$ cat src/rtl/uart_port_bridge_pkg.sv
// Shared command codes, response bytes and state encodings for the UART port bridge.
package uart_port_bridge_pkg;

   localparam logic [7:0] CMD_WR  = 8'h57;
   localparam logic [7:0] CMD_RD  = 8'h52;
   localparam logic [7:0] RSP_ACK = 8'h2E;
   localparam logic [7:0] RSP_ERR = 8'h3F;

   // 16x oversampling: tick index of mid-start re-check and of each bit boundary
   localparam logic [3:0] OSR_MID  = 4'd7;
   localparam logic [3:0] OSR_LAST = 4'd15;

   typedef enum logic [2:0] {
      IDLE,
      W_ADDR,
      W_DATA,
      W_STB,
      R_ADDR,
      R_WAIT,
      R_STB,
      SEND
   } bridge_state_e;

   typedef enum logic [1:0] {
      RX_IDLE,
      RX_START,
      RX_DATA,
      RX_STOP
   } rx_state_e;

endpackage

$ cat src/rtl/bridge_serial_rx.sv
// 8N1 receiver: two-flop synchroniser, 16x oversampled start/data/stop sampling,
// single-cycle byte_valid_o on a correctly framed byte.
module bridge_serial_rx
   import uart_port_bridge_pkg::*;
(
   input  logic       clk,
   input  logic       rst,
   input  logic       tick_i,
   input  logic       rx_i,
   output logic       byte_valid_o,
   output logic [7:0] byte_o
);

   logic       rx_meta_q, rx_sync_q, rx_prev_q;
   rx_state_e  state_q, state_d;
   logic [3:0] cnt_q, cnt_d;
   logic [2:0] bit_q, bit_d;
   logic [7:0] shift_q, shift_d;
   logic       valid_q, valid_d;

   always_ff @(posedge clk or negedge rst) begin
      if (!rst) begin
         rx_meta_q <= 1'b1;
         rx_sync_q <= 1'b1;
         rx_prev_q <= 1'b1;
         state_q   <= RX_IDLE;
         cnt_q     <= '0;
         bit_q     <= '0;
         shift_q   <= '0;
         valid_q   <= 1'b0;
      end else begin
         rx_meta_q <= rx_i;
         rx_sync_q <= rx_meta_q;
         if (tick_i) rx_prev_q <= rx_sync_q;
         state_q   <= state_d;
         cnt_q     <= cnt_d;
         bit_q     <= bit_d;
         shift_q   <= shift_d;
         valid_q   <= valid_d;
      end
   end

   always_comb begin
      state_d = state_q;
      cnt_d   = cnt_q;
      bit_d   = bit_q;
      shift_d = shift_q;
      valid_d = 1'b0;
      if (tick_i) begin
         case (state_q)
            RX_IDLE: begin
               if (rx_prev_q && !rx_sync_q) begin
                  state_d = RX_START;
                  cnt_d   = '0;
               end
            end
            RX_START: begin
               // A line that is high again mid-start was only a glitch
               if (cnt_q == OSR_MID) begin
                  cnt_d   = '0;
                  bit_d   = '0;
                  state_d = rx_sync_q ? RX_IDLE : RX_DATA;
               end else begin
                  cnt_d = cnt_q + 4'd1;
               end
            end
            RX_DATA: begin
               if (cnt_q == OSR_LAST) begin
                  cnt_d   = '0;
                  shift_d = {rx_sync_q, shift_q[7:1]};
                  bit_d   = bit_q + 3'd1;
                  if (bit_q == 3'd7) state_d = RX_STOP;
               end else begin
                  cnt_d = cnt_q + 4'd1;
               end
            end
            RX_STOP: begin
               if (cnt_q == OSR_LAST) begin
                  valid_d = rx_sync_q;
                  state_d = RX_IDLE;
               end else begin
                  cnt_d = cnt_q + 4'd1;
               end
            end
            default: state_d = RX_IDLE;
         endcase
      end
   end

   assign byte_valid_o = valid_q;
   assign byte_o       = shift_q;

endmodule

$ cat src/rtl/uart_port_bridge.sv
// UART-to-port-bus initiator: 'W' addr data writes a port, 'R' addr reads one back over tx.
// Optional inter-byte timeout enabled by defining UART_PORT_BRIDGE_TIMEOUT_EN.
module uart_port_bridge
   import uart_port_bridge_pkg::*;
#(
   parameter int BAUD_DIV      = 26,
   parameter int TIMEOUT_TICKS = 4096
) (
   input  logic       clk,
   input  logic       rst,
   input  logic       rx,
   output logic       tx,
   output logic [7:0] port_id,
   output logic [7:0] out_port,
   output logic       write_strobe,
   output logic       read_strobe,
   input  logic [7:0] in_port,
   output logic       busy
);

   localparam int BW = (BAUD_DIV > 1) ? $clog2(BAUD_DIV) : 1;

   logic [BW-1:0] baud_cnt_q;
   logic          tick;
   logic          byte_valid;
   logic [7:0]    rx_byte;

   bridge_state_e state_q, state_d;
   logic [7:0]    port_id_q, port_id_d;
   logic [7:0]    out_port_q, out_port_d;
   logic [7:0]    rsp_q, rsp_d;
   logic          tx_load;
   logic          timed_out;

   logic          tx_busy_q;
   logic [9:0]    tx_shift_q;
   logic [3:0]    tx_tick_q;
   logic [3:0]    tx_bit_q;

   always_ff @(posedge clk or negedge rst) begin
      if (!rst)                               baud_cnt_q <= '0;
      else if (baud_cnt_q == BW'(BAUD_DIV-1)) baud_cnt_q <= '0;
      else                                    baud_cnt_q <= baud_cnt_q + 1'b1;
   end
   assign tick = (baud_cnt_q == BW'(BAUD_DIV-1));

   bridge_serial_rx u_rx (
      .clk          (clk),
      .rst          (rst),
      .tick_i       (tick),
      .rx_i         (rx),
      .byte_valid_o (byte_valid),
      .byte_o       (rx_byte)
   );

`ifdef UART_PORT_BRIDGE_TIMEOUT_EN
   localparam int TW = $clog2(TIMEOUT_TICKS + 1);
   logic [TW-1:0] to_cnt_q;
   logic          waiting;

   assign waiting   = (state_q == W_ADDR) || (state_q == W_DATA) || (state_q == R_ADDR);
   assign timed_out = waiting && (to_cnt_q == TW'(TIMEOUT_TICKS));

   always_ff @(posedge clk or negedge rst) begin
      if (!rst)                       to_cnt_q <= '0;
      else if (!waiting || byte_valid) to_cnt_q <= '0;
      else if (tick && !timed_out)     to_cnt_q <= to_cnt_q + 1'b1;
   end
`else
   // Never fires; the comparison only keeps the parameter referenced.
   assign timed_out = (TIMEOUT_TICKS < 0);
`endif

   always_ff @(posedge clk or negedge rst) begin
      if (!rst) begin
         state_q    <= IDLE;
         port_id_q  <= '0;
         out_port_q <= '0;
         rsp_q      <= '0;
      end else begin
         state_q    <= state_d;
         port_id_q  <= port_id_d;
         out_port_q <= out_port_d;
         rsp_q      <= rsp_d;
      end
   end

   always_comb begin
      state_d    = state_q;
      port_id_d  = port_id_q;
      out_port_d = out_port_q;
      rsp_d      = rsp_q;
      tx_load    = 1'b0;
      case (state_q)
         IDLE: begin
            if (byte_valid) begin
               if (rx_byte == CMD_WR)      state_d = W_ADDR;
               else if (rx_byte == CMD_RD) state_d = R_ADDR;
               else begin
                  rsp_d   = RSP_ERR;
                  state_d = SEND;
               end
            end
         end
         W_ADDR: if (byte_valid) begin port_id_d  = rx_byte; state_d = W_DATA; end
         W_DATA: if (byte_valid) begin out_port_d = rx_byte; state_d = W_STB;  end
         W_STB: begin
            rsp_d   = RSP_ACK;
            state_d = SEND;
         end
         R_ADDR: if (byte_valid) begin port_id_d = rx_byte; state_d = R_WAIT; end
         R_WAIT: state_d = R_STB;
         R_STB: begin
            rsp_d   = in_port;
            state_d = SEND;
         end
         SEND: begin
            if (!tx_busy_q) begin
               tx_load = 1'b1;
               state_d = IDLE;
            end
         end
         default: state_d = IDLE;
      endcase
      // A byte arriving on the same cycle as the timeout still counts
      if (timed_out && !byte_valid) state_d = IDLE;
   end

   always_ff @(posedge clk or negedge rst) begin
      if (!rst) begin
         tx_busy_q  <= 1'b0;
         tx_shift_q <= '1;
         tx_tick_q  <= '0;
         tx_bit_q   <= '0;
      end else if (tx_load) begin
         tx_busy_q  <= 1'b1;
         tx_shift_q <= {1'b1, rsp_q, 1'b0};
         tx_tick_q  <= '0;
         tx_bit_q   <= '0;
      end else if (tx_busy_q && tick) begin
         if (tx_tick_q == OSR_LAST) begin
            tx_tick_q <= '0;
            if (tx_bit_q == 4'd9) begin
               tx_busy_q <= 1'b0;
            end else begin
               tx_shift_q <= {1'b1, tx_shift_q[9:1]};
               tx_bit_q   <= tx_bit_q + 4'd1;
            end
         end else begin
            tx_tick_q <= tx_tick_q + 4'd1;
         end
      end
   end

   assign tx           = !tx_busy_q || tx_shift_q[0];
   assign port_id      = port_id_q;
   assign out_port     = out_port_q;
   assign write_strobe = (state_q == W_STB);
   assign read_strobe  = (state_q == R_STB);
   assign busy         = (state_q != IDLE);

endmodule

$ cat config.mk
export PLATFORM = sky130hd
export DESIGN_NAME = uart_port_bridge
export DESIGN_NICKNAME = d
export VERILOG_FILES = /design/src/rtl/uart_port_bridge_pkg.sv /design/src/rtl/bridge_serial_rx.sv /design/src/rtl/uart_port_bridge.sv
export SDC_FILE = /design/constraint.sdc
export NUM_CORES = 1
export LEC_CHECK = 0
export CELL_PAD_IN_SITES_DETAIL_PLACEMENT = 1
export CELL_PAD_IN_SITES_GLOBAL_PLACEMENT = 1
export CORE_MARGIN = 2
export CORE_UTILIZATION = 40
export CTS_CLUSTER_DIAMETER = 50
export CTS_CLUSTER_SIZE = 10
export DETAILED_ROUTE_END_ITERATION = 8
export GPL_ROUTABILITY_DRIVEN = 0
export HOLD_SLACK_MARGIN = 0.02
export PLACE_DENSITY = 0.83
export SYNTH_ARGS = -nofsm -noshare
export SYNTH_HDL_FRONTEND = slang
export SYNTH_HIERARCHICAL = 1
export SYNTH_SLANG_ARGS = --single-unit
$ cat constraint.sdc
create_clock -name clk -period 2.05 [get_ports clk]
set_clock_uncertainty 0.2 [all_clocks]
set_input_delay 0.205 -clock clk [delete_from_list [all_inputs] [get_ports clk]]
set_output_delay 0.205 -clock clk [all_outputs]
set_load 0.1 [all_outputs]
==> flow_metrics.tcl <==
set metrics [dict create \
    die_h_um 97.29 \
    arrival_ps 2060 \
    path_class "register to register" \
    dp.cells 459 \
    start_kind "register" \
    grt_first_pass_wirelength_um 14700 \
    yosys_most_used_dff "dfrtp_1" \
    ioPinCount 31 \
    synth_area_leaders "dfrtp_1 42%, dfstp_2 9.1%, mux2_2 8.4%, a21oi_1 2.9%, ha_1 2.9%" \
    syn_area_mm2 0.003481 \
    design.core.area_mm2 0.008593 \
    p_comb_frac 0.021 \
    fin_crit_ps 2026 \
    antenna_cells 0 \
    grt_max_degree 37 \
    maxSlewHeadroom 0.6684 \
    clk_latency_ps 350 \
    required_ps 2080 \
    area_growth_pct 24.69 \
    cts_sinks 71 \
    crit_fanout 7 \
    cts_buffers 9 \
    tightest_slew_ps 497.4 \
    first_pass_iters 4 \
    switching_share 0.2332 \
    yosysTopAreaCellShare 0.4242 \
    async_flop_share 1.000 \
    syn_inst 310 \
    rows 34 \
    run_status "finished, final reports clean" \
    ys_ff_latch 71 \
    clockBufferDepth 2 \
    place_ws_ps -209.2 \
    maxCapViolCount 0 \
    drt-total-wl_um 8911 \
    powerDensity_mw_per_mm2 603.2 \
    grt_pass1_vias 2946 \
    fin_cells 482 \
    final_cell_mix "58 x dfrtp_1, 44 x buf_4, 26 x mux2_2, 24 x nand2_1, 20 x a21oi_1" \
    clock.fmax_mhz 493.7 \
    ir_worst_vdd_uv 491.7 \
    clockPowerShare 0.441 \
    fin_crit_sh 0.9881 \
    final_nets 388 \
    drive_above_1_share 0.3369 \
    critPathCaptureType "register" \
    p_leak_nw 2.071 \
    cts.clk_slew.worst_paths_ps 80 \
    p_int_mw 2.008 \
    vias 2730 \
    root_buffer "clkbuf_8" \
    ys_warn_count 6 \
    vias_per_cell 5.664 \
    critPathSlowestCell "dfrtp_1" \
    slowest_delay_ps 390 \
    synth_cell_type_count 62 \
    holdWs_ps 65.29 \
    layout_commonest_cell "dfrtp_1" \
    seq_power_share 0.538 \
    synth_edf_count 0 \
    synth.largest_area_cell "dfrtp_1" \
    finalHoldViolCount 0 \
    antenna_found_initial 0 \
    die_w_um 97.29 \
    setup_viol 0 \
    track_usage 0.1906 \
    slew_violations 0 \
    gr-total-overflow 0 \
    cts_tree "done" \
    hold_class "input port to register" \
    die_area_mm2 0.009464 \
    layout_setup_ws_ps 24.32 \
    path_cells "inv_1 > ha_2 > and4b_2 > buf_6 > or3b_4 > mux2_2" \
    drtIter0Drc 66 \
    drc 0 \
    dp_hpwl_um 6040 \
    p_switching_uw 610.5 \
    synth_fp_nets 329 \
    initial_utilization 0.4051 \
    wl_per_cell_um 18.49 \
    port_buffers 30 \
    htreeDepth 3 \
    antenna_left 0 \
    ys_seq_area_frac 0.5147 \
    synth_area_per_cell_um2 11.23 \
]
==> layer usage <==
metal  GRT usage  wire, µm
met1      0.2420      3892
met2      0.3291      4583
met3     0.03885       272
met4     0.05876       163
met5           0         0
==> flip-flops by register name, indices dropped and copies added, names as in the netlist, named ones only <==
name               flops
u_rx/byte_valid_o      1
u_rx/rx_sync_q         1
u_rx/cnt_q             4
u_rx/byte_o            8
out_port               8
u_rx/rx_meta_q         1
port_id                8
tx_shift_q             9
u_rx/state_q           1
tx_busy_q              1
u_rx/rx_prev_q         1
state_q                3
rsp_q                  8
u_rx/bit_q             3
baud_cnt_q             5
tx_bit_q               4
tx_tick_q              4
==> cells by family after synthesis <==
family                   after synthesis  synth area share
AND/OR/NAND/NOR                       87            0.1434
buffers and inverters                 26           0.03702
XOR/XNOR                               6           0.01510
AO/OA/AOI/OAI                         76            0.1481
flip-flops                            71            0.5147
adder cells (fa/ha/maj)                8           0.02876
multiplexers                          36            0.1129
==> area by class of cell <==
type                    instances  area, µm²
repair buffers                 62      558.0
fillers                       943       4253
inverters                      11      41.29
multi-input cells             214       1609
well taps                     108      135.1
clock inverters                 7      80.08
clock buffers                   9      123.9
flip-flops and latches         71       1793
==> cell usage after synthesis, types with 2 or more instances <==
library cell and instances:
dfrtp_1 59, mux2_2 26, nand2_1 24, a21oi_1 20
o21ai_0 16, nor2_1 15, dfstp_2 12, inv_1 11
mux2i_1 10, nand3_1 9, ha_1 8, buf_2 6
nor3_1 6, xor2_1 5, a211oi_1 4, a22o_1 4
buf_4 4, nand3b_1 4, o22ai_1 4, a211o_1 3
a32oi_1 3, a21o_1 2, a221o_1 2, a221oi_1 2
and2_1 2, and3_1 2, and4b_1 2, clkbuf_1 2
nor2b_1 2, nor4b_1 2, o211ai_1 2, o22a_1 2
o2bb2ai_1 2, o31ai_1 2, o32ai_1 2, or2_2 2
or3b_4 2
==> power by group through the flow <==
stage          clock, mW  combinational [mW]  sequential, mW
2_1_floorplan          0             0.00215            1.43
4_1_cts             1.19              0.0581            1.41
6_report            1.15              0.0558            1.41
3_3_place_gp           0              0.0556            1.43
3_5_place_dp           0              0.0562            1.43
5_1_grt             1.24              0.0634            1.41
==> metrics by stage <==
step	TNS [ps]	power (mW)	utilization	cell area, µm²
after floorplan	0	1.436	-	3483
after global placement	0	1.490	0.4694	4034
after detailed placement	-432.2	1.491	0.4694	4034
after CTS	-21.28	2.653	0.4956	4259
after global routing	-112.5	2.714	0.5051	4340
final	0	2.618	0.5051	4340
==> worst paths after layout <==
path | startpoint | endpoint | slack (ps) | cells past startpoint
worst min-delay path | rx | u_rx/rx_meta_q$_DFF_PN1_ | 70 | 1
worst min register to register | u_rx/rx_meta_q$_DFF_PN1_ | u_rx/rx_sync_q$_DFF_PN1_ | 160 | 0
worst max register to register | baud_cnt_q[1]$_DFF_PN0_ | u_rx/bit_q[0]$_DFFE_PN0P_ | 20 | 6
worst max-delay path | baud_cnt_q[1]$_DFF_PN0_ | u_rx/bit_q[0]$_DFFE_PN0P_ | 20 | 6
min in group asynchronous | rst | tx_tick_q[0]$_DFFE_PN0P_ | 140 | 2
max in group asynchronous | rst | tx_shift_q[4]$_DFFE_PN1P_ | 820 | 3
==> what timing repair did <==
item                                    in CTS  in global routing
endpoints found under the setup margin       9                 21
hold buffers                                 1                  0
resized for setup                            2                  8
pin swaps                                    1                  1
endpoints found under the hold margin       52                  0
gates cloned                                 0                  1
setup buffers                                0                  5
==> worst max-delay path, delay by kind of cell, from the launching register on <==
kind / cells / cell delay [ps]
flops: 1 / 390
mux: 1 / 270
fa+ha+maj: 1 / 180
buf+inv: 2 / 210
simple gates: 2 / 660
No activity file was read; power rests on OpenSTA's default activity.
